[src/rtl/pong_pkg.sv]
// pong_pkg: definitions shared across the pong design.
//   game_state_t  - match sequencer states
//   SCORE_W       - width of each player's score counter
//   SERVE_LEFT /
//   SERVE_RIGHT   - encoding of the serve_dir output
//   sat_inc()     - score increment that sticks at a limit
//   max3()        - largest of three integers, used to size frame counters
package pong_pkg;

    typedef enum logic [2:0] {
        IDLE      = 3'd0,
        SERVE     = 3'd1,
        PLAY      = 3'd2,
        POINT     = 3'd3,
        GAME_OVER = 3'd4
    } game_state_t;

    localparam int SCORE_W = 4;

    localparam logic SERVE_LEFT  = 1'b0;
    localparam logic SERVE_RIGHT = 1'b1;

    localparam logic [SCORE_W-1:0] SCORE_ONE = {{(SCORE_W-1){1'b0}}, 1'b1};

    // Increment a score but never step past the limit, so counters cannot wrap.
    function automatic logic [SCORE_W-1:0] sat_inc(input logic [SCORE_W-1:0] val,
                                                   input logic [SCORE_W-1:0] limit);
        if (val < limit) begin
            sat_inc = val + SCORE_ONE;
        end else begin
            sat_inc = val;
        end
    endfunction

    function automatic int max3(input int a, input int b, input int c);
        int m;
        m = a;
        if (b > m) begin
            m = b;
        end else begin
            m = m;
        end
        if (c > m) begin
            m = c;
        end else begin
            m = m;
        end
        return m;
    endfunction

endpackage

[src/rtl/button_sync.sv]
// button_sync: brings a raw active-low button into the clock domain through a
// two-flop synchroniser and flags a press (1->0 on the synchronised level).
// Ports:
//   clk      - sampling clock
//   reset    - synchronous, active-low reset (chain resets to "released")
//   i_btn_n  - raw active-low button level
//   o_press  - one-cycle pulse for each synchronised press
module button_sync
    import pong_pkg::*;
(
    input  logic clk,
    input  logic reset,
    input  logic i_btn_n,
    output logic o_press
);

    logic r_meta;
    logic r_sync;
    logic r_sync_d;

    // Synchroniser chain plus one delayed copy for edge detection.
    always_ff @(posedge clk) begin
        if (!reset) begin
            r_meta   <= 1'b1;
            r_sync   <= 1'b1;
            r_sync_d <= 1'b1;
        end else begin
            r_meta   <= i_btn_n;
            r_sync   <= r_meta;
            r_sync_d <= r_sync;
        end
    end

    assign o_press = r_sync_d & ~r_sync;

endmodule

[src/rtl/game_sequencer.sv]
// game_sequencer: match controller for pong. Sequences IDLE -> SERVE -> PLAY ->
// POINT/GAME_OVER, drives the ball's reset/run, keeps both scores and the
// winner. Time is counted in frame_tick pulses.
// Optional feature macro: PONG_AUTO_RESTART_EN - GAME_OVER also returns to
// IDLE after OVER_FRAMES ticks (scores stay visible until the next press).
// Ports:
//   clk, reset (sync, active-low), frame_tick (1 pulse/frame),
//   start_n (raw active-low start button), score_left/score_right (point
//   events from the ball), ball_reset, ball_run, left_score, right_score,
//   serve_dir (0 = toward left), game_over, winner (0 = left, valid with
//   game_over). All outputs are registered.
module game_sequencer
    import pong_pkg::*;
#(
    parameter int WIN_SCORE    = 9,
    parameter int SERVE_FRAMES = 60,
    parameter int POINT_FRAMES = 30,
    parameter int OVER_FRAMES  = 300
) (
    input  logic               clk,
    input  logic               reset,
    input  logic               frame_tick,
    input  logic               start_n,
    input  logic               score_left,
    input  logic               score_right,
    output logic               ball_reset,
    output logic               ball_run,
    output logic [SCORE_W-1:0] left_score,
    output logic [SCORE_W-1:0] right_score,
    output logic               serve_dir,
    output logic               game_over,
    output logic               winner
);

    localparam int CNT_W = $clog2(max3(SERVE_FRAMES, POINT_FRAMES, OVER_FRAMES)) + 1;
    localparam logic [CNT_W-1:0]   SERVE_LAST = CNT_W'(SERVE_FRAMES - 1);
    localparam logic [CNT_W-1:0]   POINT_LAST = CNT_W'(POINT_FRAMES - 1);
`ifdef PONG_AUTO_RESTART_EN
    localparam logic [CNT_W-1:0]   OVER_LAST  = CNT_W'(OVER_FRAMES - 1);
`endif
    localparam logic [SCORE_W-1:0] WIN_VAL    = SCORE_W'(WIN_SCORE);

    game_state_t        r_state;
    game_state_t        w_next_state;
    logic [CNT_W-1:0]   r_frame_cnt;
    logic [CNT_W-1:0]   w_frame_cnt_next;

    logic               w_press;
    logic               r_sc_left;
    logic               r_sc_right;
    logic               r_sc_any_d;
    logic               w_sc_rise;
    logic               w_left_only;
    logic               w_right_only;
    logic [SCORE_W-1:0] w_left_inc;
    logic [SCORE_W-1:0] w_right_inc;

    logic               r_ball_reset;
    logic               r_ball_run;
    logic [SCORE_W-1:0] r_left_score;
    logic [SCORE_W-1:0] r_right_score;
    logic               r_serve_dir;
    logic               r_game_over;
    logic               r_winner;

    logic [SCORE_W-1:0] w_left_nxt;
    logic [SCORE_W-1:0] w_right_nxt;
    logic               w_dir_nxt;
    logic               w_win_cand;
    logic               w_winner_nxt;

    button_sync u_start_sync (
        .clk     (clk),
        .reset   (reset),
        .i_btn_n (start_n),
        .o_press (w_press)
    );

    // Register the raw score inputs so a held level produces a single rising edge.
    always_ff @(posedge clk) begin
        if (!reset) begin
            r_sc_left  <= 1'b0;
            r_sc_right <= 1'b0;
            r_sc_any_d <= 1'b0;
        end else begin
            r_sc_left  <= score_left;
            r_sc_right <= score_right;
            r_sc_any_d <= r_sc_left | r_sc_right;
        end
    end

    assign w_sc_rise    = (r_sc_left | r_sc_right) & ~r_sc_any_d;
    assign w_left_only  = r_sc_left & ~r_sc_right;
    assign w_right_only = r_sc_right & ~r_sc_left;
    assign w_left_inc   = sat_inc(r_left_score, WIN_VAL);
    assign w_right_inc  = sat_inc(r_right_score, WIN_VAL);

    // State register and frame counter.
    always_ff @(posedge clk) begin
        if (!reset) begin
            r_state     <= IDLE;
            r_frame_cnt <= {CNT_W{1'b0}};
        end else begin
            r_state     <= w_next_state;
            r_frame_cnt <= w_frame_cnt_next;
        end
    end

    // Next-state logic; frame counter restarts from zero on every state change.
    always_comb begin
        w_next_state = r_state;
        case (r_state)
            IDLE: begin
                if (w_press) begin
                    w_next_state = SERVE;
                end else begin
                    w_next_state = IDLE;
                end
            end
            SERVE: begin
                if (frame_tick && (r_frame_cnt == SERVE_LAST)) begin
                    w_next_state = PLAY;
                end else begin
                    w_next_state = SERVE;
                end
            end
            PLAY: begin
                if (!w_sc_rise) begin
                    w_next_state = PLAY;
                end else if (w_left_only && (w_left_inc == WIN_VAL)) begin
                    w_next_state = GAME_OVER;
                end else if (w_right_only && (w_right_inc == WIN_VAL)) begin
                    w_next_state = GAME_OVER;
                end else begin
                    w_next_state = POINT;
                end
            end
            POINT: begin
                if (frame_tick && (r_frame_cnt == POINT_LAST)) begin
                    w_next_state = SERVE;
                end else begin
                    w_next_state = POINT;
                end
            end
            GAME_OVER: begin
                if (w_press) begin
                    w_next_state = SERVE;
`ifdef PONG_AUTO_RESTART_EN
                end else if (frame_tick && (r_frame_cnt == OVER_LAST)) begin
                    w_next_state = IDLE;
`endif
                end else begin
                    w_next_state = GAME_OVER;
                end
            end
            default: begin
                w_next_state = IDLE;
            end
        endcase

        if (w_next_state != r_state) begin
            w_frame_cnt_next = {CNT_W{1'b0}};
`ifdef PONG_AUTO_RESTART_EN
        end else if (frame_tick && ((r_state == SERVE) || (r_state == POINT) ||
                                    (r_state == GAME_OVER))) begin
`else
        end else if (frame_tick && ((r_state == SERVE) || (r_state == POINT))) begin
`endif
            w_frame_cnt_next = r_frame_cnt + {{(CNT_W-1){1'b0}}, 1'b1};
        end else begin
            w_frame_cnt_next = r_frame_cnt;
        end
    end

    // Next values of the registered outputs (scores, serve direction, winner).
    always_comb begin
        w_left_nxt  = r_left_score;
        w_right_nxt = r_right_score;
        w_dir_nxt   = r_serve_dir;
        w_win_cand  = r_winner;
        case (r_state)
            IDLE, GAME_OVER: begin
                if (w_press) begin
                    w_left_nxt  = {SCORE_W{1'b0}};
                    w_right_nxt = {SCORE_W{1'b0}};
                end else begin
                    w_left_nxt  = r_left_score;
                    w_right_nxt = r_right_score;
                end
            end
            PLAY: begin
                if (!w_sc_rise) begin
                    w_dir_nxt = r_serve_dir;
                end else if (w_left_only) begin
                    w_left_nxt = w_left_inc;
                    w_dir_nxt  = SERVE_RIGHT;
                    w_win_cand = 1'b0;
                end else if (w_right_only) begin
                    w_right_nxt = w_right_inc;
                    w_dir_nxt   = SERVE_LEFT;
                    w_win_cand  = 1'b1;
                end else begin
                    // Simultaneous points cancel out; only the serve flips.
                    w_dir_nxt = ~r_serve_dir;
                end
            end
            default: begin
                w_dir_nxt = r_serve_dir;
            end
        endcase

        if (w_next_state == GAME_OVER) begin
            w_winner_nxt = w_win_cand;
        end else begin
            w_winner_nxt = 1'b0;
        end
    end

    // Output registers; ball controls follow the state being entered.
    always_ff @(posedge clk) begin
        if (!reset) begin
            r_ball_reset  <= 1'b1;
            r_ball_run    <= 1'b0;
            r_left_score  <= {SCORE_W{1'b0}};
            r_right_score <= {SCORE_W{1'b0}};
            r_serve_dir   <= SERVE_LEFT;
            r_game_over   <= 1'b0;
            r_winner      <= 1'b0;
        end else begin
            r_ball_reset  <= (w_next_state != PLAY);
            r_ball_run    <= (w_next_state == PLAY);
            r_left_score  <= w_left_nxt;
            r_right_score <= w_right_nxt;
            r_serve_dir   <= w_dir_nxt;
            r_game_over   <= (w_next_state == GAME_OVER);
            r_winner      <= w_winner_nxt;
        end
    end

    assign ball_reset  = r_ball_reset;
    assign ball_run    = r_ball_run;
    assign left_score  = r_left_score;
    assign right_score = r_right_score;
    assign serve_dir   = r_serve_dir;
    assign game_over   = r_game_over;
    assign winner      = r_winner;

endmodule
[config.mk]
export PLATFORM = sky130hd
export DESIGN_NAME = game_sequencer
export DESIGN_NICKNAME = d
export VERILOG_FILES = /design/src/rtl/pong_pkg.sv /design/src/rtl/button_sync.sv /design/src/rtl/game_sequencer.sv
export SDC_FILE = /design/constraint.sdc
export NUM_CORES = 1
export LEC_CHECK = 0
export CAP_MARGIN = 20
export CORE_MARGIN = 2
export CORE_UTILIZATION = 50
export DETAILED_ROUTE_END_ITERATION = 6
export GPL_ROUTABILITY_DRIVEN = 0
export GPL_TIMING_DRIVEN = 0
export PLACE_DENSITY_LB_ADDON = 0.12
export SETUP_SLACK_MARGIN = 0.2
export SLEW_MARGIN = 20
export SYNTH_ARGS = -nofsm -noshare
export SYNTH_HDL_FRONTEND = slang
export SYNTH_SLANG_ARGS = --single-unit
[constraint.sdc]
create_clock -name clk -period 2.63 [get_ports clk]
set_input_delay 0.3945 -clock clk [delete_from_list [all_inputs] [get_ports clk]]
set_output_delay 0.3945 -clock clk [all_outputs]
set_load 0.01 [all_outputs]
# == Word-level counts from Yosys, hierarchy flattened ==
# Index checks and enable logic that the tools add are counted.
# word_totals
reg_bits,32
in_bits,6
out_inout_bits,13
word_cells,86
# classes
n_addsub,3
n_lt_le_gt_ge,2
eq_ne,17
muxes,22
bitwise_logic,11
n_reduce_logical,16
# op_table
cell,count
$mux W4,8
$pmux W4 S2,2
$pmux W3 S5,1
$mux W3,4
$add A10 B1 Y10 const B,1
$eq A10 B5 Y1 const B,1
$eq A10 B6 Y1 const B,1
$eq A3 B2 Y1 const B,3
$add A4 B1 Y4 const B,2
$eq A4 B4 Y1 const B,2
$lt A4 B4 Y1 const B,2
$ne A2 B2 Y1 const B,4
$eq A3 B3 Y1 const B,2
$not A1 Y1,6
$logic_and A1 B1 Y1,5
$mux W1,5
$reduce_and A5 Y1,1
$and A1 B1 Y1,4
$mux W2,2
$reduce_and A2 Y1,2
$reduce_and A4 Y1,1
$reduce_bool A2 Y1,2
$reduce_or A2 Y1,2
$eq A3 B1 Y1 const B,1
7 further kinds,7

# == Longest topological paths before layout ==
# logic_depth
depth_word,10
mapped_depth,8
depth_no_buf,7

# == Modules after synthesis ==
# A second synthesis with hierarchy kept.
# hier_totals
hier_cells,190
hier_area_um2,1702.9
# modules_own_cells
module,n_inst,cells_each,area_per_inst_um2,seq_area_each_um2
game_sequencer,1,183,1617.8,580.6
button_sync,1,7,85.1,60.1

# == Worst setup path after synthesis ==
# Ideal clock, no wire load.
# synth_path
path_kind,reg2reg
start,register r_left_score[0] (netlist: left_score[0])
end,register r_frame_cnt[0]
setup_time_ns,0.133
t_arrival_ns,1.899
required_ns,2.497
slack_ns,0.598
stages_incl_launch_ff,8
n_path_buf,0
period_less_slack_ns,2.032
path_cell_list,dfxtp_1 > inv_1 > ha_1 > nor4bb_1 > a31o_2 > o221ai_1 > a31oi_4 > a211oi_2
# synth_via
elab_chain_cells,9
elab_cells_between_ends,10
cone_classes,1 x add/sub; 1 x order compare; 2 x eq/ne; 4 x mux; 2 x reduce/logical
# synth_lines
element,line_no,text
from (decl),game_sequencer.sv:60,logic [SCORE_W-1:0] r_left_score;
from (signal assigned),game_sequencer.sv:224,r_left_score <= {SCORE_W{1'b0}};
from (signal assigned),game_sequencer.sv:232,r_left_score <= w_left_nxt;
$add A4 B1 Y4 / $lt A4 B4 Y1 (equally long branches),"pong_pkg.sv:29, pong_pkg.sv:28",
$mux W4 (*),pong_pkg.sv:28,if (val < limit) begin
$eq A4 B4 Y1 (*),game_sequencer.sv:130,end else if (w_left_only && (w_left_inc == WIN_VAL)) begin
$logic_and A1 B1 Y1 (*),game_sequencer.sv:130,
$mux W3 (*),game_sequencer.sv:130,
$mux W3 (*),game_sequencer.sv:128,if (!w_sc_rise) begin
$pmux W3 S5 (*),game_sequencer.sv:112,case (r_state)
$ne A3 B3 Y1 (*),game_sequencer.sv:161,if (w_next_state != r_state) begin
$reduce_or A2 Y1 (no source line) (*),--,
to (signal assigned),game_sequencer.sv:102,r_frame_cnt <= {CNT_W{1'b0}};
to (signal assigned),game_sequencer.sv:105,r_frame_cnt <= w_frame_cnt_next;
to (decl),game_sequencer.sv:45,logic [CNT_W-1:0] r_frame_cnt;
# Every way passes the cells marked *; elsewhere a longest branch is shown, timed or not.
# A chain may end at the register's enable or synchronous reset.

# == Final worst setup path ==
# layout_path
start,register r_frame_cnt[0]
end,register r_frame_cnt[4]
# layout_via
elab_chain_cells,6
elab_cells_between_ends,10
cone_classes,1 x add/sub; 3 x eq/ne; 3 x mux; 3 x reduce/logical
# layout_lines
element,line_no
$eq A10 B6 Y1 / $eq A10 B5 Y1 (equally long branches),"game_sequencer.sv:121, game_sequencer.sv:139"
$logic_and A1 B1 Y1 (on tied branches),"game_sequencer.sv:121, game_sequencer.sv:139"
$mux W2 (on tied branches),"game_sequencer.sv:121, game_sequencer.sv:139"
$pmux W3 S5,game_sequencer.sv:112
$ne A3 B3 Y1,game_sequencer.sv:161
$reduce_or A2 Y1 (no source line),--
# Parallel ways exist; a longest one is shown, timed or not.

==> metrics.md <==
| Metric | Value |
|---|---|
| Status | completed |
| FP Rows | 21 |
| Routed length per placed instance | 13.9 um |
| CP delay by family, top | simple AND/OR/NAND/NOR gates |
| Via-per-instance ratio | 5.60 |
| Worst Path Buf+Inv | 1 |
| Min cycle time layout | 2.18 ns |
| HPWL Detailed | 2720 um |
| Dpl cells | 265 |
| Routed WL | 3810 um |
| CP arrival | 2.45 ns |
| DIE WIDTH | 64.2 um |
| Pwr Total | 0.862 mW |
| Pin count of the biggest net entering global routing | 11 |
| Gate count of the mapped netlist | 202 |
| Ys async rst share | 0 |
| Worst hold path class | in2reg |
| Overflow after GRT | 0 |
| Layout cell share with drive strength beyond 1 | 0.145 |
| Worst setup margin | 0.446 ns |
| CTS tree | built |
| Port Buffers | 17 |
| Slowest CP cell | or4bb_1 |
| CP Launch Type | flip-flop |
| Final #Nets | 242 |
| Max IR drop VDD | 0.000365 V |
| Syn_nets | 217 |
| CP cell instances | ha_1 -> or4bb_1 -> or4_4 -> nand3_2 -> a31oi_4 -> buf_12 -> a211oi_2 |
| Syn Area/Cell | 8.98 um2 |
| Reg-to-Reg End | r_frame_cnt[4] |
| Initial antenna violation count | 0 |
| CTS root buffer | clkbuf_4 |
| Final Non-Filler Cells | 274 |
| Slew headroom | 0.650 |
| Die H | 64.2 um |
| DRC Markers | 0 |
| Diode count | 0 |
| Worst-path clk slew | 0.10 ns |
| H-tree depth | 2 |
| Period utilisation layout | 0.830 |
| Fin Clk Skew | 0.00597 ns |
| P_leak | 0.751 nW |
| Flop2flop setup slack | 0.45 ns |
| Clock Sinks | 32 |
| Setup slack at placement | 0.245 ns |
| Final Hold Viols | 0 |
| # IOs | 19 |
| Hold path cells | 2 |
| Top_reg_cell synth | dfxtp_1 |
| HP Start | reset |
| DRT Pass-1 Iters | 4 |
| Cts bufs inserted | 5 |
| Worst slew pin tran | 0.522 ns |
| Starting Density | 0.531 |
| Area grow syn2layout | 17.2% |
| Post-layout util | 0.622 |
| # Max-Cap Violations | 0 |
| Fmax | 458 MHz |
| RSZ-0062 raised after global routing | false |
| Flops & latches, synth | 32 |
| Core area | 3420 um2 |
| Detailed Route Iter0 Violations | 68 |
| EDFF count, synth | 0 |
| Die ar. | 4130 um2 |
| CP required | 2.90 ns |
| Clk buf depth | 2 |
| ANT nets after route | 0 |
| Power per cell area | 405 nW/um2 |
| Via count | 1535 |
| Final setup TNS | 0 ns |
| CP peak stage delay | 0.50 ns |
| CTS Hold Bufs | 0 |
| Clock latency on the worst-skew pair | 0.34 ns |
| Max FO, Critical Path | 9 |
| Overall Global Routing Usage | 0.208 |
| Sequential element share of the synthesized area | 0.353 |
| Fillers | 318 |
| R2R cell count | 7 |
| CP Capture Type | flip-flop |
| Critical Setup Path Class | reg2reg |
| First-pass GRT wire length | 6680 um |
| Post-Syn Area | 1810 um2 |
| WHS Endpoint | u_start_sync.r_meta |
| R2r startpoint | r_frame_cnt[0] |
| Final setup fails | 0 |
| Warnings from Yosys | 0 |
| Final slew viol count | 0 |
| Post-synth cell types | 52 |
| Number of global-route vias before repair | 1469 |
-- stage by stage --
stage	hold slack, ns	cell area (um2)
after CTS	0.413	2100
after detailed placement	0.421	2040
final	0.415	2130
after global placement	0.402	2040
after global routing	0.420	2130
after floorplan	0.386	1810
-- synth_stat cells, drive strengths merged (4+ instances only) --
cell    count  share of area
a21oi      14          0.039
ha          9          0.062
nor2       25          0.052
xor2        4          0.019
xnor2       6          0.029
o21ai       6          0.023
nand2      10          0.021
dfxtp      32           0.35
inv         8          0.017
nor3        5          0.014
nand3       9          0.028
a211oi      7          0.046
buf         4          0.021
nand2b     10          0.034
clkbuf      5          0.010
-- sequential cells by signal, indices dropped and copies added, names as in the netlist --
| name | count |
|---|---|
| u_start_sync.r_meta | 1 |
| ball_reset | 1 |
| serve_dir | 1 |
| r_frame_cnt | 10 |
| left_score | 4 |
| r_sc_any_d | 1 |
| r_sc_right | 1 |
| ball_run | 1 |
| r_state | 3 |
| r_sc_left | 1 |
| u_start_sync.r_sync | 1 |
| right_score | 4 |
| u_start_sync.r_sync_d | 1 |
| winner | 1 |
| game_over | 1 |
-- area by class of cell --
cell class / instances / area [um2] / area share
Clock buffer: 7 / 55.1 / 0.0259
Timing Repair Buffer: 18 / 190 / 0.0895
Tap cell: 46 / 57.6 / 0.0271
Multi-Input combinational cell: 153 / 1090 / 0.511
Clock inverter: 1 / 7.51 / 0.00353
Buffer: 9 / 57.6 / 0.0271
Inverter: 8 / 30.0 / 0.0141
Sequential cell: 32 / 642 / 0.302
-- cell usage in the layout (no fill, tap or decap), types with 3 or more instances in the layout --
cell,n
nand2_1,10
clkbuf_1,6
inv_1,8
a41oi_1,3
xor2_1,4
dfxtp_1,31
clkdlybuf4s50_1,17
a211oi_2,6
and2_1,3
mux2i_1,3
nand2b_1,10
nor2_1,25
nand3_1,8
nand3b_1,3
buf_6,3
clkbuf_4,5
nor3_1,5
ha_1,9
xnor2_1,6
a21oi_1,14
o21ai_0,4
nand4b_1,3
-- worst max path at each step --
stage	from	end	slack, ns	cells past startpoint
3_3_place_gp	r_sc_left	r_frame_cnt[8]	0.31	8
6_report	r_frame_cnt[0]	r_frame_cnt[4]	0.45	7
3_5_place_dp	r_sc_right	r_frame_cnt[7]	0.24	8
5_1_grt	r_sc_left	r_frame_cnt[7]	0.23	8
4_1_cts	r_sc_right	r_frame_cnt[7]	0.22	8
2_1_floorplan	left_score[0]	r_frame_cnt[0]	0.60	7
-- per-layer routing --
layer / track usage / part of all wire / routed length, um / vias to the layer above
li1: - / - / - / 773
met3: 0.0599 / 0.033 / 126 / 7
met4: 0.0638 / 0.013 / 48 / 0
met2: 0.337 / 0.46 / 1750 / 31
met5: 0 / 0 / 0 / -
met1: 0.266 / 0.50 / 1890 / 724
-- where the power goes --
group | switching, mW | leakage (nW) | internal (mW)
combinational | 0.0388 | 0.459 | 0.0244
clock | 0.174 | 0.0315 | 0.131
sequential | 0.00316 | 0.260 | 0.490
-- kinds of logic after synthesis --
| group | after synthesis | synth area share |
|---|---|---|
| AOI/OAI and AO/OA | 46 | 0.204 |
| xor gates and xnor gates | 10 | 0.0483 |
| adders and majority gates | 9 | 0.0621 |
| buffers and inverters | 17 | 0.0483 |
| DFF | 32 | 0.353 |
| muxes | 3 | 0.0166 |
| and+or+nand+nor | 85 | 0.268 |
-- timing repair --
| item | 4_1_cts | 5_1_grt |
|---|---|---|
| gates resized for setup | 0 | 2 |
| setup buffers | 0 | 1 |
| endpoints found under the setup margin | 0 | 17 |
(Power assumes the default switching activity.)
